<file path="src/rtl/ov_pkt_pkg.sv">
// Shared types and constants for the event packetizer slice.
// Pure definitions; no logic, no latency, no flow control.
package ov_pkt_pkg;

   typedef enum logic [1:0] {
      ST_IDLE = 2'd0,
      ST_OVF  = 2'd1,
      ST_EVT  = 2'd2
   } state_t;

   localparam int EVT_PKT_LEN = 8;
   localparam int OVF_PKT_LEN = 2;

   localparam logic [3:0] MAGIC_DEF     = 4'hA;
   localparam logic [7:0] OVF_MAGIC_DEF = 8'hF0;

   typedef struct packed {
      logic [1:0]  ev_type;
      logic [23:0] addr;
      logic [15:0] data;
      logic [15:0] ts;
   } entry_t;

   localparam int ENTRY_W = $bits(entry_t);

endpackage

</file>
<file path="src/rtl/event_queue.sv">
// Synchronous FIFO, combinational head read; push while full is taken when a pop
// frees the slot in the same cycle. No internal backpressure beyond full/empty.
module event_queue #(
   parameter int WIDTH = 58,
   parameter int DEPTH = 4
) (
   input  logic             clk_i,
   input  logic             reset_i,
   input  logic             push_i,
   input  logic [WIDTH-1:0] push_dat_i,
   input  logic             pop_i,
   output logic [WIDTH-1:0] pop_dat_o,
   output logic             full_o,
   output logic             empty_o
);

   localparam int AW = $clog2(DEPTH);
   localparam logic [AW:0] PTR_ONE = {{AW{1'b0}}, 1'b1};

   logic [WIDTH-1:0] mem_q [DEPTH];
   logic [AW:0]      wr_ptr_q, wr_ptr_d;
   logic [AW:0]      rd_ptr_q, rd_ptr_d;
   logic             do_push, do_pop;

   assign empty_o   = (wr_ptr_q == rd_ptr_q);
   assign full_o    = (wr_ptr_q[AW] != rd_ptr_q[AW]) &&
                      (wr_ptr_q[AW-1:0] == rd_ptr_q[AW-1:0]);
   assign do_pop    = pop_i && !empty_o;
   assign do_push   = push_i && (!full_o || do_pop);
   assign pop_dat_o = mem_q[rd_ptr_q[AW-1:0]];

   assign wr_ptr_d = do_push ? wr_ptr_q + PTR_ONE : wr_ptr_q;
   assign rd_ptr_d = do_pop  ? rd_ptr_q + PTR_ONE : rd_ptr_q;

   always_ff @(posedge clk_i) begin
      if (reset_i) begin
         wr_ptr_q <= '0;
         rd_ptr_q <= '0;
      end else begin
         wr_ptr_q <= wr_ptr_d;
         rd_ptr_q <= rd_ptr_d;
      end
   end

   always_ff @(posedge clk_i) begin
      if (do_push) begin
         mem_q[wr_ptr_q[AW-1:0]] <= push_dat_i;
      end
   end

endmodule

</file>
<file path="src/rtl/event_packetizer.sv">
// Timestamps sniffer events and serializes them into 8-byte packets; first byte 2 cycles
// after ev_valid. Packets start only on have_space; events hitting a full queue are counted.
module event_packetizer
   import ov_pkt_pkg::*;
#(
   parameter int         QUEUE_DEPTH = 4,
   parameter logic [3:0] MAGIC       = MAGIC_DEF,
   parameter logic [7:0] OVF_MAGIC   = OVF_MAGIC_DEF
) (
   input  logic        mclk,
   input  logic        reset,
   input  logic        ev_valid,
   input  logic [1:0]  ev_type,
   input  logic [23:0] ev_addr,
   input  logic [15:0] ev_data,
   input  logic        have_space,
   output logic [7:0]  data,
   output logic        wr,
   output logic [7:0]  drop_count
);

   localparam logic [2:0] EVT_LAST = 3'(EVT_PKT_LEN - 1);
   localparam logic [2:0] OVF_LAST = 3'(OVF_PKT_LEN - 1);

   state_t      state_q, state_d;
   logic [2:0]  idx_q, idx_d;
   logic [63:0] shreg_q, shreg_d;
   logic [7:0]  data_q, data_d;
   logic        wr_q, wr_d;
   logic [7:0]  drop_q, drop_d;
   logic [15:0] ts_q;

   entry_t      q_in, q_head;
   logic        q_full, q_empty, q_pop;
   logic        ovf_start, ev_drop;
   logic [63:0] evt_pkt;

   assign q_in    = '{ev_type: ev_type, addr: ev_addr, data: ev_data, ts: ts_q};
   assign evt_pkt = {MAGIC, q_head.ev_type, 2'b00, q_head.ts, q_head.addr, q_head.data};
   assign ev_drop = ev_valid && q_full && !q_pop;

   event_queue #(
      .WIDTH (ENTRY_W),
      .DEPTH (QUEUE_DEPTH)
   ) u_queue (
      .clk_i      (mclk),
      .reset_i    (reset),
      .push_i     (ev_valid),
      .push_dat_i (q_in),
      .pop_i      (q_pop),
      .pop_dat_o  (q_head),
      .full_o     (q_full),
      .empty_o    (q_empty)
   );

   // The IDLE decision also runs in the cycle the last byte is on the port, keeping packets contiguous.
   always_comb begin
      state_d   = state_q;
      idx_d     = idx_q;
      shreg_d   = shreg_q;
      data_d    = data_q;
      wr_d      = 1'b0;
      q_pop     = 1'b0;
      ovf_start = 1'b0;
      case (state_q)
         ST_IDLE: begin
            if (have_space) begin
               if (drop_q != 8'd0) begin
                  ovf_start = 1'b1;
                  state_d   = ST_OVF;
                  idx_d     = 3'd1;
                  data_d    = OVF_MAGIC;
                  shreg_d   = {drop_q, 56'd0};
                  wr_d      = 1'b1;
               end else if (!q_empty) begin
                  q_pop   = 1'b1;
                  state_d = ST_EVT;
                  idx_d   = 3'd1;
                  data_d  = evt_pkt[63:56];
                  shreg_d = {evt_pkt[55:0], 8'd0};
                  wr_d    = 1'b1;
               end
            end
         end
         ST_OVF, ST_EVT: begin
            wr_d    = 1'b1;
            data_d  = shreg_q[63:56];
            shreg_d = {shreg_q[55:0], 8'd0};
            idx_d   = idx_q + 3'd1;
            if (idx_q == ((state_q == ST_OVF) ? OVF_LAST : EVT_LAST)) begin
               state_d = ST_IDLE;
            end
         end
         default: state_d = ST_IDLE;
      endcase
   end

   always_comb begin
      drop_d = drop_q;
      if (ovf_start) begin
         drop_d = {7'd0, ev_drop};
      end else if (ev_drop && (drop_q != 8'hFF)) begin
         drop_d = drop_q + 8'd1;
      end
   end

   always_ff @(posedge mclk) begin
      if (reset) begin
         state_q <= ST_IDLE;
         idx_q   <= 3'd0;
         shreg_q <= 64'd0;
         data_q  <= 8'd0;
         wr_q    <= 1'b0;
         drop_q  <= 8'd0;
         ts_q    <= 16'd0;
      end else begin
         state_q <= state_d;
         idx_q   <= idx_d;
         shreg_q <= shreg_d;
         data_q  <= data_d;
         wr_q    <= wr_d;
         drop_q  <= drop_d;
         ts_q    <= ts_q + 16'd1;
      end
   end

   assign data       = data_q;
   assign wr         = wr_q;
   assign drop_count = drop_q;

endmodule

</file>
<file path="config.mk">
export PLATFORM = sky130hd
export DESIGN_NAME = event_packetizer
export DESIGN_NICKNAME = d
export VERILOG_FILES = /design/src/rtl/ov_pkt_pkg.sv /design/src/rtl/event_queue.sv /design/src/rtl/event_packetizer.sv
export SDC_FILE = /design/constraint.sdc
export NUM_CORES = 1
export LEC_CHECK = 0
export CAP_MARGIN = 30
export CORE_MARGIN = 2
export CORE_UTILIZATION = 35
export CTS_BUF_LIST = sky130_fd_sc_hd__clkbuf_16
export DETAILED_ROUTE_END_ITERATION = 10
export SETUP_SLACK_MARGIN = 0.05
export SLEW_MARGIN = 20
export SYNTH_ARGS = -nofsm -noshare
export SYNTH_HDL_FRONTEND = slang
export SYNTH_SLANG_ARGS = --single-unit
</file>
<file path="constraint.sdc">
create_clock -name mclk -period 3.5 [get_ports mclk]
set_clock_uncertainty 0.2 [all_clocks]
set_input_delay 1.05 -clock mclk [delete_from_list [all_inputs] [get_ports mclk]]
set_output_delay 1.05 -clock mclk [all_outputs]
set_load 0.005 [all_outputs]
</file>
==> results.json <==
{
  "p_clk_share_pct": 32.7,
  "finalCritPeriodShare_pct": 82.0,
  "status": "finished, final reports clean",
  "rows": 70,
  "cp_slowest_cell": "clkdlybuf4s50_1",
  "ir_drop_mv": 0.396,
  "holdBufCountCts": 0,
  "syn_nets": 884,
  "comb_power_share_pct": 20.3,
  "r2r_cells": 7,
  "htreeDepth": 2,
  "reg2reg_to": "u_queue.mem_q[1][48]$_DFFE_PP_",
  "seqPwrFrac_pct": 47.0,
  "globalRouteTotalUtil_pct": 14.0,
  "rr_startpoint": "drop_count[0]$_SDFFE_PP0P_",
  "worstPathMaxFanout": 8,
  "postCtsResizedCells": 0,
  "gr-total-overflow": 0,
  "clk_latency_ps": 510,
  "nets": 959,
  "dieArea_sq_mm": 0.0384,
  "fmax_mhz": 348,
  "drt-total-wl_um": 26500,
  "via_per_inst": 5.19,
  "synth.ff_latch_count": 334,
  "postRouteAntennaNets": 0,
  "grt_first_pass_wirelength_um": 41800,
  "synthAdderAreaFrac_pct": 1.16,
  "synth_top_family_by_area": "multiplexers",
  "swShare_pct": 27.9,
  "r2r_slack_ps": 680,
  "cts-buffers-inserted": 35,
  "setup_viol": 0,
  "io_pins": 63,
  "synthFlopType": "edfxtp_1",
  "gp_congestion": 0.757,
  "drc": 0,
  "coreArea_sq_mm": 0.0364,
  "synth.distinct_cells": 53,
  "p_leak_nw": 4.96,
  "grt_max_degree": 69,
  "critPathMaxStageDelay_ps": 570,
  "maxCapViolations": 0,
  "drive_above_1_share_pct": 17.5,
  "fin_hold_ws_ps": 259,
  "grtUsageMet3_pct": 2.54,
  "crit_path_cell_trace": "clkdlybuf4s50_1",
  "post_cts_buffers": 0,
  "synthMuxAreaShare_pct": 10.8,
  "rsz0062_at_grt": "no",
  "power.switching_mw": 2.93,
  "hold_class": "reg -> reg",
  "path_clk_slew_ps": 60,
  "die_h_um": 196,
  "port-buffer-count": 62,
  "final_cells": 1396,
  "crit_path_end_kind": "primary output",
  "use_met1_pct": 19.1,
  "setup_tns_ps": 0,
  "drt_iter0_drc": 449,
  "dieWidth_um": 196,
  "synth-simple-area-share_pct": 8.78,
  "path_buf_inv": 1,
  "crit_required_ps": 2250,
  "ys_warn_count": 0,
  "hp-start": "data[6]$_SDFFE_PP0P_",
  "finalMaxSlewViolations": 0,
  "numClockSinks": 334,
  "p_int_mw": 7.55,
  "cts_tree": "built",
  "tightest_slew_ps": 824,
  "syn-cell-area_sq_mm": 0.0129,
  "hold_viol": 0,
  "final_area_sq_mm": 0.0153,
  "top_usage_layer": "met2",
  "hpwl_um": 16400,
  "cts_buffer_depth": 3,
  "layout_common_cells": "edfxtp_1, dfxtp_1, nor2_1, clkdlybuf4s50_1, mux4_2",
  "synth_cells": 826,
  "synth_xor_area_share_pct": 1.36,
  "layout_commonest_cell": "edfxtp_1",
  "vias": 7248,
  "maxSlewHeadroom_pct": 45.1,
  "async_flop_share_pct": 0,
  "whs_endpoint": "data[6]$_SDFFE_PP0P_",
  "first_global_vias": 7270,
  "cts_root_buf": "clkbuf_16",
  "hold_depth": 2,
  "firstDrtPassIters": 5,
  "powerDensity_mw_per_mm2": 683,
  "start_util_pct": 35.4,
  "post_dp_cell_area_sq_mm": 0.0142,
  "met2_usage_pct": 23.1,
  "critPathTopFamily": "buffers and inverters",
  "min_period_ps": 2870,
  "n_antenna_cell": 0,
  "antenna_found_initial": 0,
  "synth_edf_count": 232,
  "syn2layout_area_growth_pct": 18.8,
  "ys_seq_area_share_pct": 69.8,
  "synth.avg_cell_area_sq_um": 15.6,
  "critPathKind": "reg -> out",
  "synth_compound_area_share_pct": 5.75,
  "start_kind": "flip-flop",
  "wl_per_cell_um": 19.0,
  "dp.cells": 1332,
  "cp.arrival_ps": 1620
}
==> worst register-to-register path, cell delays in order, from the launching register on <==
cell     delay (ps)
dfxtp_1         370
inv_1           100
ha_1            160
or4b_4          490
nor3_2          390
o21a_1          300
and2_2          260
buf_4           250
==> registers in the layout (all words and copies together), names as in the netlist, named ones only <==
name,cells
ts_q,16
u_queue.rd_ptr_q,3
idx_q,3
data,8
shreg_q,56
u_queue.wr_ptr_q,3
u_queue.mem_q,232
state_q,2
drop_count,8
wr,1
==> metal layers <==
metal / vias to the layer above / routed length, um
met4: 0 / 490
li1: 3382 / -
met1: 3649 / 12000
met5: - / 0
met3: 44 / 1200
met2: 173 / 12800
==> stage by stage <==
stage	utilization (%)	power (mW)	setup slack, ps
final	42.1	10.5	630
after global routing	42.1	11.0	468
after CTS	42.1	10.6	613
after detailed placement	39.1	7.16	121
after global placement	39.1	7.14	130
after floorplan	-	6.40	85.6
==> kinds of logic after synthesis <==
kind of cell / after synthesis
flip-flops: 334
buffers and inverters: 64
AO/OA/AOI/OAI: 99
multiplexers: 67
AND/OR/NAND/NOR: 230
adder cells (fa/ha/maj): 12
XOR/XNOR: 20
==> power by group through the flow <==
| stage | Combinational (mW) | Sequential, mW | Clock (mW) |
|---|---|---|---|
| global route | 2.34 | 4.96 | 3.69 |
| CTS | 2.17 | 4.92 | 3.53 |
| detailed placement | 2.16 | 5.01 | 0 |
| global placement | 2.14 | 5.00 | 0 |
| finish | 2.13 | 4.92 | 3.42 |
| floorplan | 1.56 | 4.84 | 0 |
==> area by class of cell <==
cell class	instances	area [sq um]
clock inverter	28	175
sequential	334	9010
tap	468	586
clock buffer	36	901
fill	3295	21100
timing repair buffer	91	986
multi-input combinational	428	3620
inverter	11	41.3
==> worst max-delay path by stage <==
stage / startpoint / end / slack, ps / cells past startpoint
6_report: drop_count[7]$_SDFFE_PP0P_ / drop_count[7] / 630 / 1
5_1_grt: drop_count[0]$_SDFFE_PP0P_ / u_queue.mem_q[1][48]$_DFFE_PP_ / 470 / 7
4_1_cts: drop_count[7]$_SDFFE_PP0P_ / drop_count[7] / 610 / 1
3_5_place_dp: have_space / u_queue.mem_q[1][38]$_DFFE_PP_ / 120 / 6
3_3_place_gp: have_space / u_queue.mem_q[1][38]$_DFFE_PP_ / 130 / 6
2_1_floorplan: have_space / u_queue.mem_q[3][0]$_DFFE_PP_ / 90 / 4
==> Yosys cell counts (all sizes together) (3+ instances only) <==
cell type / count / share of area [%]
a21oi: 20 / 0.78
a221oi: 42 / 2.9
a22oi: 3 / 0.17
a311oi: 6 / 0.41
and2: 5 / 0.24
and3: 3 / 0.15
buf: 24 / 1.1
clkbuf: 29 / 0.84
dfxtp: 102 / 16
edfxtp: 232 / 54
ha: 12 / 1.2
inv: 10 / 0.29
mux2i: 8 / 0.62
mux4: 58 / 10
nand2: 35 / 1.0
nand3: 20 / 0.81
nand4: 4 / 0.19
nor2: 85 / 2.5
nor2b: 5 / 0.24
nor3: 49 / 2.1
o211ai: 4 / 0.23
o21ai: 11 / 0.46
o221ai: 3 / 0.25
o31ai: 3 / 0.17
or3: 5 / 0.25
or4: 3 / 0.17
xnor2: 8 / 0.54
xor2: 12 / 0.81
Power figures use the tool's default switching activity.
==> variant: new RTL, same flow settings <==
Remove the register `wr_q`: a continuous assignment takes its place, so the output `wr` follows one clock earlier.
--- a/src/rtl/event_packetizer.sv
+++ b/src/rtl/event_packetizer.sv
@@ -112,3 +112,2 @@
          data_q  <= 8'd0;
-         wr_q    <= 1'b0;
          drop_q  <= 8'd0;
@@ -120,3 +119,2 @@
          data_q  <= data_d;
-         wr_q    <= wr_d;
          drop_q  <= drop_d;
@@ -125,2 +123,4 @@
    end
+
+   assign wr_q = wr_d;
 
Check against the original RTL: not equivalent (a bounded check fails within 4 cycles, from zero or initial values and one cycle with reset high).
==> variant against the unedited design <==
- power is essentially flat
- clock power is 6.4% higher
- synthesized area shrank 0.49%
- wire length increased by 1.2%
- global-route usage rose by 0.10 points
- worst setup slack worse by 0.48 ns
- sequential power decreased by 3%
- sequential share of layout area decreased by 0.92 points
- combinational power decreased by 4%
- final area is 1.4% higher
- sequential cell count shrank 1
- critical path type is now in2out
- largest power group unchanged
- highest routed layer unchanged
==> variant: results (changes against the unedited design) <==
metric	value	unit	change
status	finished, final reports clean		
nMultiInputCombCells	432		+0.93%
place_area	0.0144	mm^2	+0.96%
switching_power	2.82	mW	-3.6%
power.internal	7.66	mW	+1.5%
synthesis.nets	890		+0.68%
slew_headroom	58.4	%	+13 points
cts_resized	1		+1
layout.nets	980		+2.2%
syn-instance-count	832		+0.73%
cp_max_fo	2		-6
seq_power	4.79	mW	-3%
n_all_inverters	14		+3
synthTopCellsByCount	edfxtp_1, dfxtp_1, nor2_1		
met1_length	12200	um	+1.7%
synth_seq_area_share	70.0	%	+0.18 points
drt_iter0_drc	558		+24%
gr-usage-met1	19.4	%	+0.23 points
p_per_area	675	mW/mm^2	-1.3%
reg2reg_from	state_q[0]		
hold_slack	0.254	ns	-0.00509 ns
powerComb	2.05	mW	-4%
place_ws	-0.131	ns	-0.252 ns
wl_per_cell	18.9	um	-0.26%
flops_and_latches	333		-0.30%
track_usage	14.1	%	+0.10 points
wl_met3	1300	um	+8.3%
n_all_buffers	105		+15%
synth.avg_cell_area	15.4	um^2	-1.2%
drt_wl_total	26800	um	+1.2%
slowest_delay	0.48	ns	-0.09 ns
drive_gt1_share	17.8	%	+0.35 points
multi_input_area	0.00360	mm^2	-0.62%
reg2regPathDepth	8		+1
critPathArrivalTime	2.10	ns	+0.48 ns
grt_pass1_wl	42100	um	+0.49%
r2r_slack	0.99	ns	+0.31 ns
ff_latch_area	0.00899	mm^2	-0.22%
leakage	5.11	nW	+2.9%
met2_usage	23.0	%	-0.12 points
fill_cells	3226		-2.1%
ys_warn_count	0		unchanged
synthTopCellsByArea	edfxtp_1, dfxtp_1, mux4_2, a221oi_1, nor2_1		
diodes	0		unchanged
dpl.cell_count	1352		+1.5%
met3_usage	2.69	%	+0.15 points
synthDistinctLibCells	48		-9.4%
first_global_vias	7417		+2.0%
clk_share	7.40	%	+0.38 points
dp_hpwl	16400	um	about the same
via_per_inst	5.20		+0.20%
clockBufferCount	38		+5.6%
-- variant: cell count changes after synthesis, moves of 4 or more --
cell / change
o211ai_1: +6
nor2_1: -15
clkbuf_1: +9
nor3_2: -5
buf_1: -4
mux2i_1: -7
a211o_1: +6
nor3_1: +6
o21ai_0: +4
inv_1: +4
or3_1: +4
a21oi_1: +14
a311oi_1: -6
-- variant: cell families after synthesis --
logic type | count (synthesis) | share of synthesized area, %
compound gates | 123 | 6.83
simple gates | 218 | 8.20
flops | 333 | 70.0
buf+inv | 67 | 2.13
mux | 60 | 10.3
xor+xnor | 19 | 1.30
fa+ha+maj | 12 | 1.17
-- variant: worst max-delay path by stage --
stage	to	from	depth (start not counted)	slack (ns)
after floorplan	u_queue.mem_q[3][0]	have_space	5	0.17
after global placement	wr	have_space	5	-0.13
after detailed placement	wr	have_space	5	-0.13
after CTS	wr	have_space	5	0.14
after global routing	wr	drop_count[0]	8	0.09
final	wr	have_space	5	0.15
